**config.mk**
```make
export PLATFORM = sky130hd
export DESIGN_NAME = seq_signed_divider
export DESIGN_NICKNAME = d
export VERILOG_FILES = /design/src/rtl/seq_divider_pkg.sv /design/src/rtl/restoring_div_step.sv /design/src/rtl/seq_signed_divider.sv
export SDC_FILE = /design/constraint.sdc
export NUM_CORES = 1
export LEC_CHECK = 0
export ABC_AREA = 1
export BUFFER_PORTS_ARGS = -buffer_cell sky130_fd_sc_hd__buf_2
export CORE_MARGIN = 2
export CORE_UTILIZATION = 60
export CTS_CLUSTER_SIZE = 20
export DETAILED_ROUTE_END_ITERATION = 12
export HOLD_SLACK_MARGIN = 0.15
export PLACE_DENSITY = 0.8
export SLEW_MARGIN = 20
export SYNTH_ARGS = -nofsm -noshare
export SYNTH_HDL_FRONTEND = slang
export SYNTH_HIERARCHICAL = 1
export SYNTH_SLANG_ARGS = --single-unit
export TNS_END_PERCENT = 100
```
**constraint.sdc**
```tcl
create_clock -name clk -period 4.1 [get_ports clk]
set_input_delay 0.82 -clock clk [delete_from_list [all_inputs] [get_ports clk]]
set_output_delay 0.82 -clock clk [all_outputs]
set_load 0.05 [all_outputs]
```
**src/rtl/seq_divider_pkg.sv**
```systemverilog
// Shared definitions for the sequential signed divider: FSM encoding and
// the iteration-counter width helper.
package seq_divider_pkg;

    typedef enum logic [1:0] {
        ST_IDLE = 2'd0,
        ST_CALC = 2'd1,
        ST_FIX  = 2'd2,
        ST_DONE = 2'd3
    } div_state_t;

    // Counter counts WIDTH-1 down to 0, which always fits in $clog2(WIDTH) bits.
    function automatic int cnt_width(input int w);
        return $clog2(w);
    endfunction

endpackage

```
**src/rtl/restoring_div_step.sv**
```systemverilog
// One radix-2 restoring division step on magnitudes: shift in the next
// dividend bit, trial-subtract the divisor, keep the result if non-negative.
module restoring_div_step #(
    parameter int WIDTH = 32
) (
    input  logic [WIDTH-1:0] rem_in,
    input  logic             dvd_bit,
    input  logic [WIDTH-1:0] divisor_mag,
    output logic [WIDTH-1:0] rem_out,
    output logic             q_bit
);

    // rem_in < divisor_mag always holds, so the shifted value needs one extra
    // bit only transiently and the kept remainder fits back in WIDTH bits.
    logic [WIDTH:0] shifted;
    logic [WIDTH:0] trial;

    always_comb begin
        shifted = {rem_in, dvd_bit};
        trial   = shifted - {1'b0, divisor_mag};
        q_bit   = ~trial[WIDTH];
        rem_out = q_bit ? trial[WIDTH-1:0] : shifted[WIDTH-1:0];
    end

endmodule

```
**src/rtl/seq_signed_divider.sv**
```systemverilog
// Sequential signed divider: sign-magnitude operands, one restoring quotient
// bit per clock, start/busy/done handshake, truncating quotient.
module seq_signed_divider
    import seq_divider_pkg::*;
#(
    parameter int WIDTH = 32
) (
    input  logic                    clk,
    input  logic                    rst_n,
    input  logic                    start,
    input  logic signed [WIDTH-1:0] dividend,
    input  logic signed [WIDTH-1:0] divisor,
    output logic                    busy,
    output logic                    done,
    output logic signed [WIDTH-1:0] quotient,
    output logic signed [WIDTH-1:0] remainder,
    output logic                    div_by_zero
);

    localparam int CNT_W = cnt_width(WIDTH);

    div_state_t       state, state_nxt;
    logic [CNT_W-1:0] cnt;
    logic [WIDTH-1:0] rem_p0;
    logic [WIDTH-1:0] dvd_p0;
    logic [WIDTH-1:0] dvs_p0;
    logic             sign_q_p0;
    logic             sign_r_p0;
    logic             dz_p0;
    logic [WIDTH-1:0] step_rem;
    logic             step_q;
    logic             accept;

    // Most-negative input wraps to itself, which reads as 2^(WIDTH-1) unsigned.
    function automatic logic [WIDTH-1:0] abs_mag(input logic signed [WIDTH-1:0] v);
        return v[WIDTH-1] ? WIDTH'(-v) : WIDTH'(v);
    endfunction

    function automatic logic signed [WIDTH-1:0] apply_sign(input logic [WIDTH-1:0] mag,
                                                           input logic neg);
        return neg ? -$signed(mag) : $signed(mag);
    endfunction

    assign accept = (state == ST_IDLE) && start;

    restoring_div_step #(.WIDTH(WIDTH)) u_step (
        .rem_in      (rem_p0),
        .dvd_bit     (dvd_p0[WIDTH-1]),
        .divisor_mag (dvs_p0),
        .rem_out     (step_rem),
        .q_bit       (step_q)
    );

    always_ff @(posedge clk) begin
        if (!rst_n) state <= ST_IDLE;
        else        state <= state_nxt;
    end

    always_comb begin
        state_nxt = state;
        case (state)
            ST_IDLE: if (start) state_nxt = (divisor == '0) ? ST_FIX : ST_CALC;
            ST_CALC: if (cnt == '0) state_nxt = ST_FIX;
            ST_FIX:  state_nxt = ST_DONE;
            ST_DONE: state_nxt = ST_IDLE;
            default: state_nxt = ST_IDLE;
        endcase
    end

    always_comb begin
        busy = (state != ST_IDLE);
        done = (state == ST_DONE);
    end

    // Operand capture and iteration datapath; the dividend register doubles
    // as the quotient shift register, and holds the raw dividend on divide-by-zero.
    always_ff @(posedge clk) begin
        if (accept) begin
            sign_q_p0 <= dividend[WIDTH-1] ^ divisor[WIDTH-1];
            sign_r_p0 <= dividend[WIDTH-1];
            dz_p0     <= (divisor == '0);
            rem_p0    <= '0;
            dvd_p0    <= (divisor == '0) ? WIDTH'(dividend) : abs_mag(dividend);
            dvs_p0    <= abs_mag(divisor);
        end else if (state == ST_CALC) begin
            rem_p0 <= step_rem;
            dvd_p0 <= {dvd_p0[WIDTH-2:0], step_q};
        end
    end

    always_ff @(posedge clk) begin
        if (!rst_n) begin
            cnt <= '0;
        end else if (accept) begin
            cnt <= CNT_W'(WIDTH - 1);
        end else if (state == ST_CALC) begin
            cnt <= cnt - 1'b1;
        end
    end

    // Result registers: written once in FIX, held until the next operation completes.
    always_ff @(posedge clk) begin
        if (!rst_n) begin
            quotient    <= '0;
            remainder   <= '0;
            div_by_zero <= 1'b0;
        end else if (accept) begin
            div_by_zero <= 1'b0;
        end else if (state == ST_FIX) begin
            if (dz_p0) begin
                quotient    <= '1;
                remainder   <= $signed(dvd_p0);
                div_by_zero <= 1'b1;
            end else begin
                quotient    <= apply_sign(dvd_p0, sign_q_p0);
                remainder   <= apply_sign(rem_p0, sign_r_p0);
            end
        end
    end

endmodule

```
; Word-level counts from Yosys, hierarchy flattened
; Index checks and enable logic that the tools add are counted.
[word_totals]
register_bits = 171
latchBits = 0
ramBits = 0
mem_bits_ro = 0
out_inout_bits = 67
wordCells = 53
memories = 0
[classes]
addsub = 6
multipliers = 0
n_div = 0
magnitude_cmp = 0
n_eq_ne = 5
n_shift = 0
mux = 16
n_bitwise = 4
n_reduce_logical = 10
[ops]
columns = operator, count
row1 = two-way mux 32 bit, 9
row2 = negator 32 bit, 4
row3 = subtractor 33 x 32 -> 33 bit, 1
row4 = logical NOT 32 bit, 1
row5 = two-way mux 31 bit, 1
row6 = two-way mux 5 bit, 2
row7 = case mux 2 bit (4 select lines), 1
row8 = two-way mux 2 bit, 3
row9 = AND reduction 2 bit, 3
row10 = logical NOT 5 bit, 1
row11 = subtractor 5 x 1 -> 5 bit (second input constant), 1
row12 = == test 2 bit (second input constant), 2
row13 = != test 2 bit (second input constant), 2
row14 = nonzero test 2 bit, 2
row15 = inverter 1 bit, 3
row16 = == test 2 x 1 -> 1 bit (second input constant), 1
row17 = logical NOT 2 bit, 1
row18 = OR reduction 2 bit, 1
row19 = logical AND 1 bit, 1
row20 = XOR 1 bit, 1

; Logic depth before layout (Yosys ltp)
[logic_depth]
depth_word = 4
ltp_mapped = 19
mapped_depth_nobuf = 18

; Cells and area by module
; Netlist, hierarchy kept.
[by_module_without_submodules]
columns = module, instances, cells_each, area_per_inst_um2
row1 = seq_signed_divider, 1, 1464, 10087.2
row2 = restoring_div_step, 1, 683, 3163.0

; Worst setup path before layout
; OpenSTA, ideal clock, no wires.
[synth_timing]
path_kind = register -> register
start = register state[1]
end = register dvd_p0[0] (enable)
setup_ns = 0.478
t_arrival_ns = 1.885
required_time_ns = 3.622
setup_slack_ns = 1.738
path_stages_with_launch = 7
n_path_buf = 2
cell_sequence = dfxtp_1 -> inv_1 -> ha_1 -> inv_1 -> clkbuf_1 -> clkbuf_1 -> nand2_1
[synth_between]
elab_chain_cells = 3
[synth_rtl]
columns = element, line
row1 = "start, declared", seq_signed_divider.sv:22  ; div_state_t state, state_nxt;
row2 = "start signal, assigned", seq_signed_divider.sv:56  ; else state <= state_nxt;
row3 = logical NOT 2 bit, seq_signed_divider.sv:44  ; assign accept = (state == ST_IDLE) && start;
row4 = logical AND 1 bit, seq_signed_divider.sv:44
row5 = nonzero test 2 bit (no source line) (*), n/a
row6 = "end signal, assigned", seq_signed_divider.sv:83  ; dvd_p0 <= (divisor == '0) ? WIDTH'(dividend) : abs_mag(dividend);
row7 = "end signal, assigned", seq_signed_divider.sv:87  ; dvd_p0 <= {dvd_p0[WIDTH-2:0], step_q};
row8 = "end, declared", seq_signed_divider.sv:25  ; logic [WIDTH-1:0] dvd_p0;
; Mark *: on every way between the ends. The rest lies on a longest branch, timed or not.
; A chain may end at the register's enable or synchronous reset.

; Worst setup path in the final report
[layout_timing]
start = register dvd_p0[31]
end = register rem_p0[0]
[layout_between]
elab_chain_cells = 2
[layout_rtl]
columns = element, line
row1 = subtractor 33 x 32 -> 33 bit, restoring_div_step.sv:20  ; trial = shifted - {1'b0, divisor_mag};
row2 = two-way mux 32 bit (*), restoring_div_step.sv:22  ; rem_out = q_bit ? trial[WIDTH-1:0] : shifted[WIDTH-1:0];
row3 = named net step_rem[0], seq_signed_divider.sv:30  ; logic [WIDTH-1:0] step_rem;
row4 = "end signal, assigned", seq_signed_divider.sv:86  ; rem_p0 <= step_rem;
row5 = "end, declared", seq_signed_divider.sv:24  ; logic [WIDTH-1:0] rem_p0;
; The timed path passes the listed nets; every way through them passes the cells marked *.

==> flow_summary.toml <==
[routing]
wl_per_cell_um = 15.7
first_pass_iters = 8
vias = 14100
antenna_left = 0
first_iter_violations = 1492
via_per_inst = 5.56
totalWireLength_mm = 39.9
drc = 0

[clock_tree]
clock_latency_ps = 440
clock_path_buffers = 2
numCtsBuffers = 17
htree_levels = 4
clockRootBuffer = "clkbuf_16"
cts_resized = 0
clk_pin_slew_ps = 70
postCtsSetupBuffers = 0
cts_tree = "built"
ctsHoldBuffers = 0
cts.sinks = 171

[yosys]
synth_cell_type_count = 44
synth_xor_area_share_pct = 3.17
synth_nets = 2257
synthArstFlopShare_pct = 0
yosys_warnings = 6
synth-compound-area-share_pct = 11.6
ys_seq_area_share_pct = 30.9
synth_top_area_cell = "nand2_1"
syn_inst = 2147
yosys.area_share.adder_pct = 4.12
synth_top_area_share_pct = 20.3
synthSimpleGateAreaFrac_pct = 38.5
syn_area_mm2 = 0.0133
ys.flop_type = "dfxtp_1"
synth_edf_count = 67
synth_top_family_by_area = "simple AND/OR/NAND/NOR gates"
ys_ff_latch = 171
synth.avg_cell_area_um2 = 6.17
synth_mux_area_share_pct = 0
netlist_top_cells_area = "nand2_1 (20%), dfxtp_1 (16%), edfxtp_1 (15%)"

[power_and_ir_drop]
swShare_pct = 53.9
p_clk_share_pct = 13.8
pwr-share-seq_pct = 29.0
p_sw_w = 0.00615
vdd_ir_drop_max_uv = 702
cellLeakagePower_nw = 7.57
p_int_w = 0.00527
comb_power_share_pct = 57.2
powerDensity_mw_per_mm2 = 783

[timing]
max-slew-margin-rel_pct = 42.9
setup_viol = 0
hold_viol_final = 0
period_share_pct = 69.6
setup_slack_ps = 1250
tightest_slew_ps = 856
fmax_mhz = 350
fin_skew_ps = 12.0
drv_slew = 0
rsz0062_at_grt = "no"
period_needed_ps = 2850
setup_tns_ps = 0

[floorplan]
fp-row-count = 54
coreArea_mm2 = 0.0218
die_y_um = 153
start_util_pct = 60.9
ios = 134
dieWidth_um = 153
die_area_mm2 = 0.0233

[critical_path]
critPathArrivalTime_ps = 3210
path_max_fanout = 33
critPathCaptureType = "register"
cp.required_ps = 4460
cp-start-kind = "register"
crit_type = "register to register"

[global_routing]
grt_pass1_vias = 13000
antenna_found_initial = 2
grt_max_degree = 66
grt_pass1_wl_mm = 65.6
grt_overflow = 0
grtUsageTotal_pct = 34.4

[worst_hold_path]
hold_path.class = "register to register"

[placement]
pre_cts_ws_ps = 1290
dp_hpwl_mm = 30.9
gp_congestion = 0.975
port_buffers = 133

[layout]
insertedDiodeCount = 0
num-fill-cells = 2067
syn_to_final_growth_pct = 10.2
nets = 2355
drive_gt1_share_pct = 10.7

[outcome]
status = "completed"

[run]
maxCapViolCount = 0
## metrics by stage
stage / area [µm²] / utilization [%] / hold WS [ps] / power [W] / cells
6_report: 14600 / 67.1 / 475 / 0.0114 / 2538
5_1_grt: 14600 / 67.1 / 527 / 0.0123 / 2538
4_1_cts: 14600 / 67.1 / 479 / 0.0113 / 2538
3_5_place_dp: 14000 / 64.5 / 458 / 0.00970 / 2506
3_3_place_gp: 14000 / 64.5 / 460 / 0.00958 / 2506
2_1_floorplan: 13300 / - / 487 / 0.00800 / 2147
## worst max-delay path, stage by stage, from the launching register on
cell and delay (ps):
edfxtp_1 490, inv_1 80, ha_1 230, fa_1 410
inv_1 110, nand2_1 50, nand2_1 70, nand3_1 80
nand2_2 130, nand2_1 80, nand2_2 100, nand2_2 70
nand2_2 80, nand2_2 60, nand2_4 280, nand2_1 80
nand2_1 70, o21ai_0 90, a21oi_1 180
## metal layers
layer	routed length (µm)	share of wire, %	up-vias	track usage [%]
met5	11	0.028	-	0
met4	1110	2.8	2	11.2
met1	17800	45	6348	49.6
met2	17300	43	659	52.6
met3	3710	9.3	84	6.03
li1	-	-	7030	-
## cells in the mapped netlist, types with 13 or more instances
| library cell | instances |
|---|---|
| a21oi_1 | 86 |
| a31oi_1 | 36 |
| clkbuf_1 | 38 |
| dfxtp_1 | 104 |
| edfxtp_1 | 67 |
| ha_1 | 42 |
| inv_1 | 320 |
| nand2_1 | 717 |
| nand3_1 | 157 |
| nand4_1 | 30 |
| nor2_1 | 208 |
| nor2_2 | 13 |
| nor3_1 | 19 |
| o21ai_0 | 119 |
| o21ai_1 | 18 |
| xor2_1 | 37 |
## logic make-up after synthesis
family,Yosys count
fa+ha+maj,43
buf+inv,398
simple gates,1203
flops,171
compound gates,284
xor+xnor,48
## registers in the layout (all words and copies together) (netlist names)
signal	count
dvd_p0	32
dvs_p0	32
quotient	32
rem_p0	32
remainder	32
cnt	5
state	2
div_by_zero	1
dz_p0	1
sign_q_p0	1
sign_r_p0	1
## cells in the final DEF (no fill, tap or decap), drive strengths merged, types with 2 or more instances in the layout
cell and instances:
and2 4, o21bai 8, a31oi 36, nand2 727, nor2 225, or2 14, o21ai 138, nand4 31
o211ai 10, xnor2 11, edfxtp 67, nor3 21, dfxtp 104, nand3 168, buf 143, clkbuf 19
a21oi 88, nor4 3, inv 339, ha 42, and3 2, nand3b 8, xor2 37, o221ai 2
clkinv 7
## final timing paths
| kind | cells past startpoint | startpoint | slack (ps) | end |
|---|---|---|---|---|
| max | 18 | dvd_p0[31]$_DFFE_PP_ | 1250 | rem_p0[0]$_SDFFE_PP0P_ |
| min | 2 | quotient[18]$_SDFFE_PN0P_ | 480 | quotient[18]$_SDFFE_PN0P_ |
| max reg2reg | 18 | dvd_p0[31]$_DFFE_PP_ | 1250 | rem_p0[0]$_SDFFE_PP0P_ |
| min reg2reg | 2 | quotient[18]$_SDFFE_PN0P_ | 480 | quotient[18]$_SDFFE_PN0P_ |
## power by group through the flow
stage	combinational, W	sequential (W)	clock (W)
floorplan	0.00427	0.00373	0
global placement	0.00629	0.00329	0
detailed placement	0.00640	0.00330	0
CTS	0.00643	0.00327	0.00157
global route	0.00731	0.00337	0.00164
finish	0.00654	0.00332	0.00157
## final cells by class
type                       instances  area [µm²]  area share, %
multi-input combinational       1578        7600           52.1
clock buffer                      19         453           3.10
clock inverter                    13         105          0.720
tap                              280         350           2.40
timing repair buffer             143         741           5.07
inverter                         334        1250           8.59
sequential                       171        4090           28.0
(Power assumes the default switching activity.)
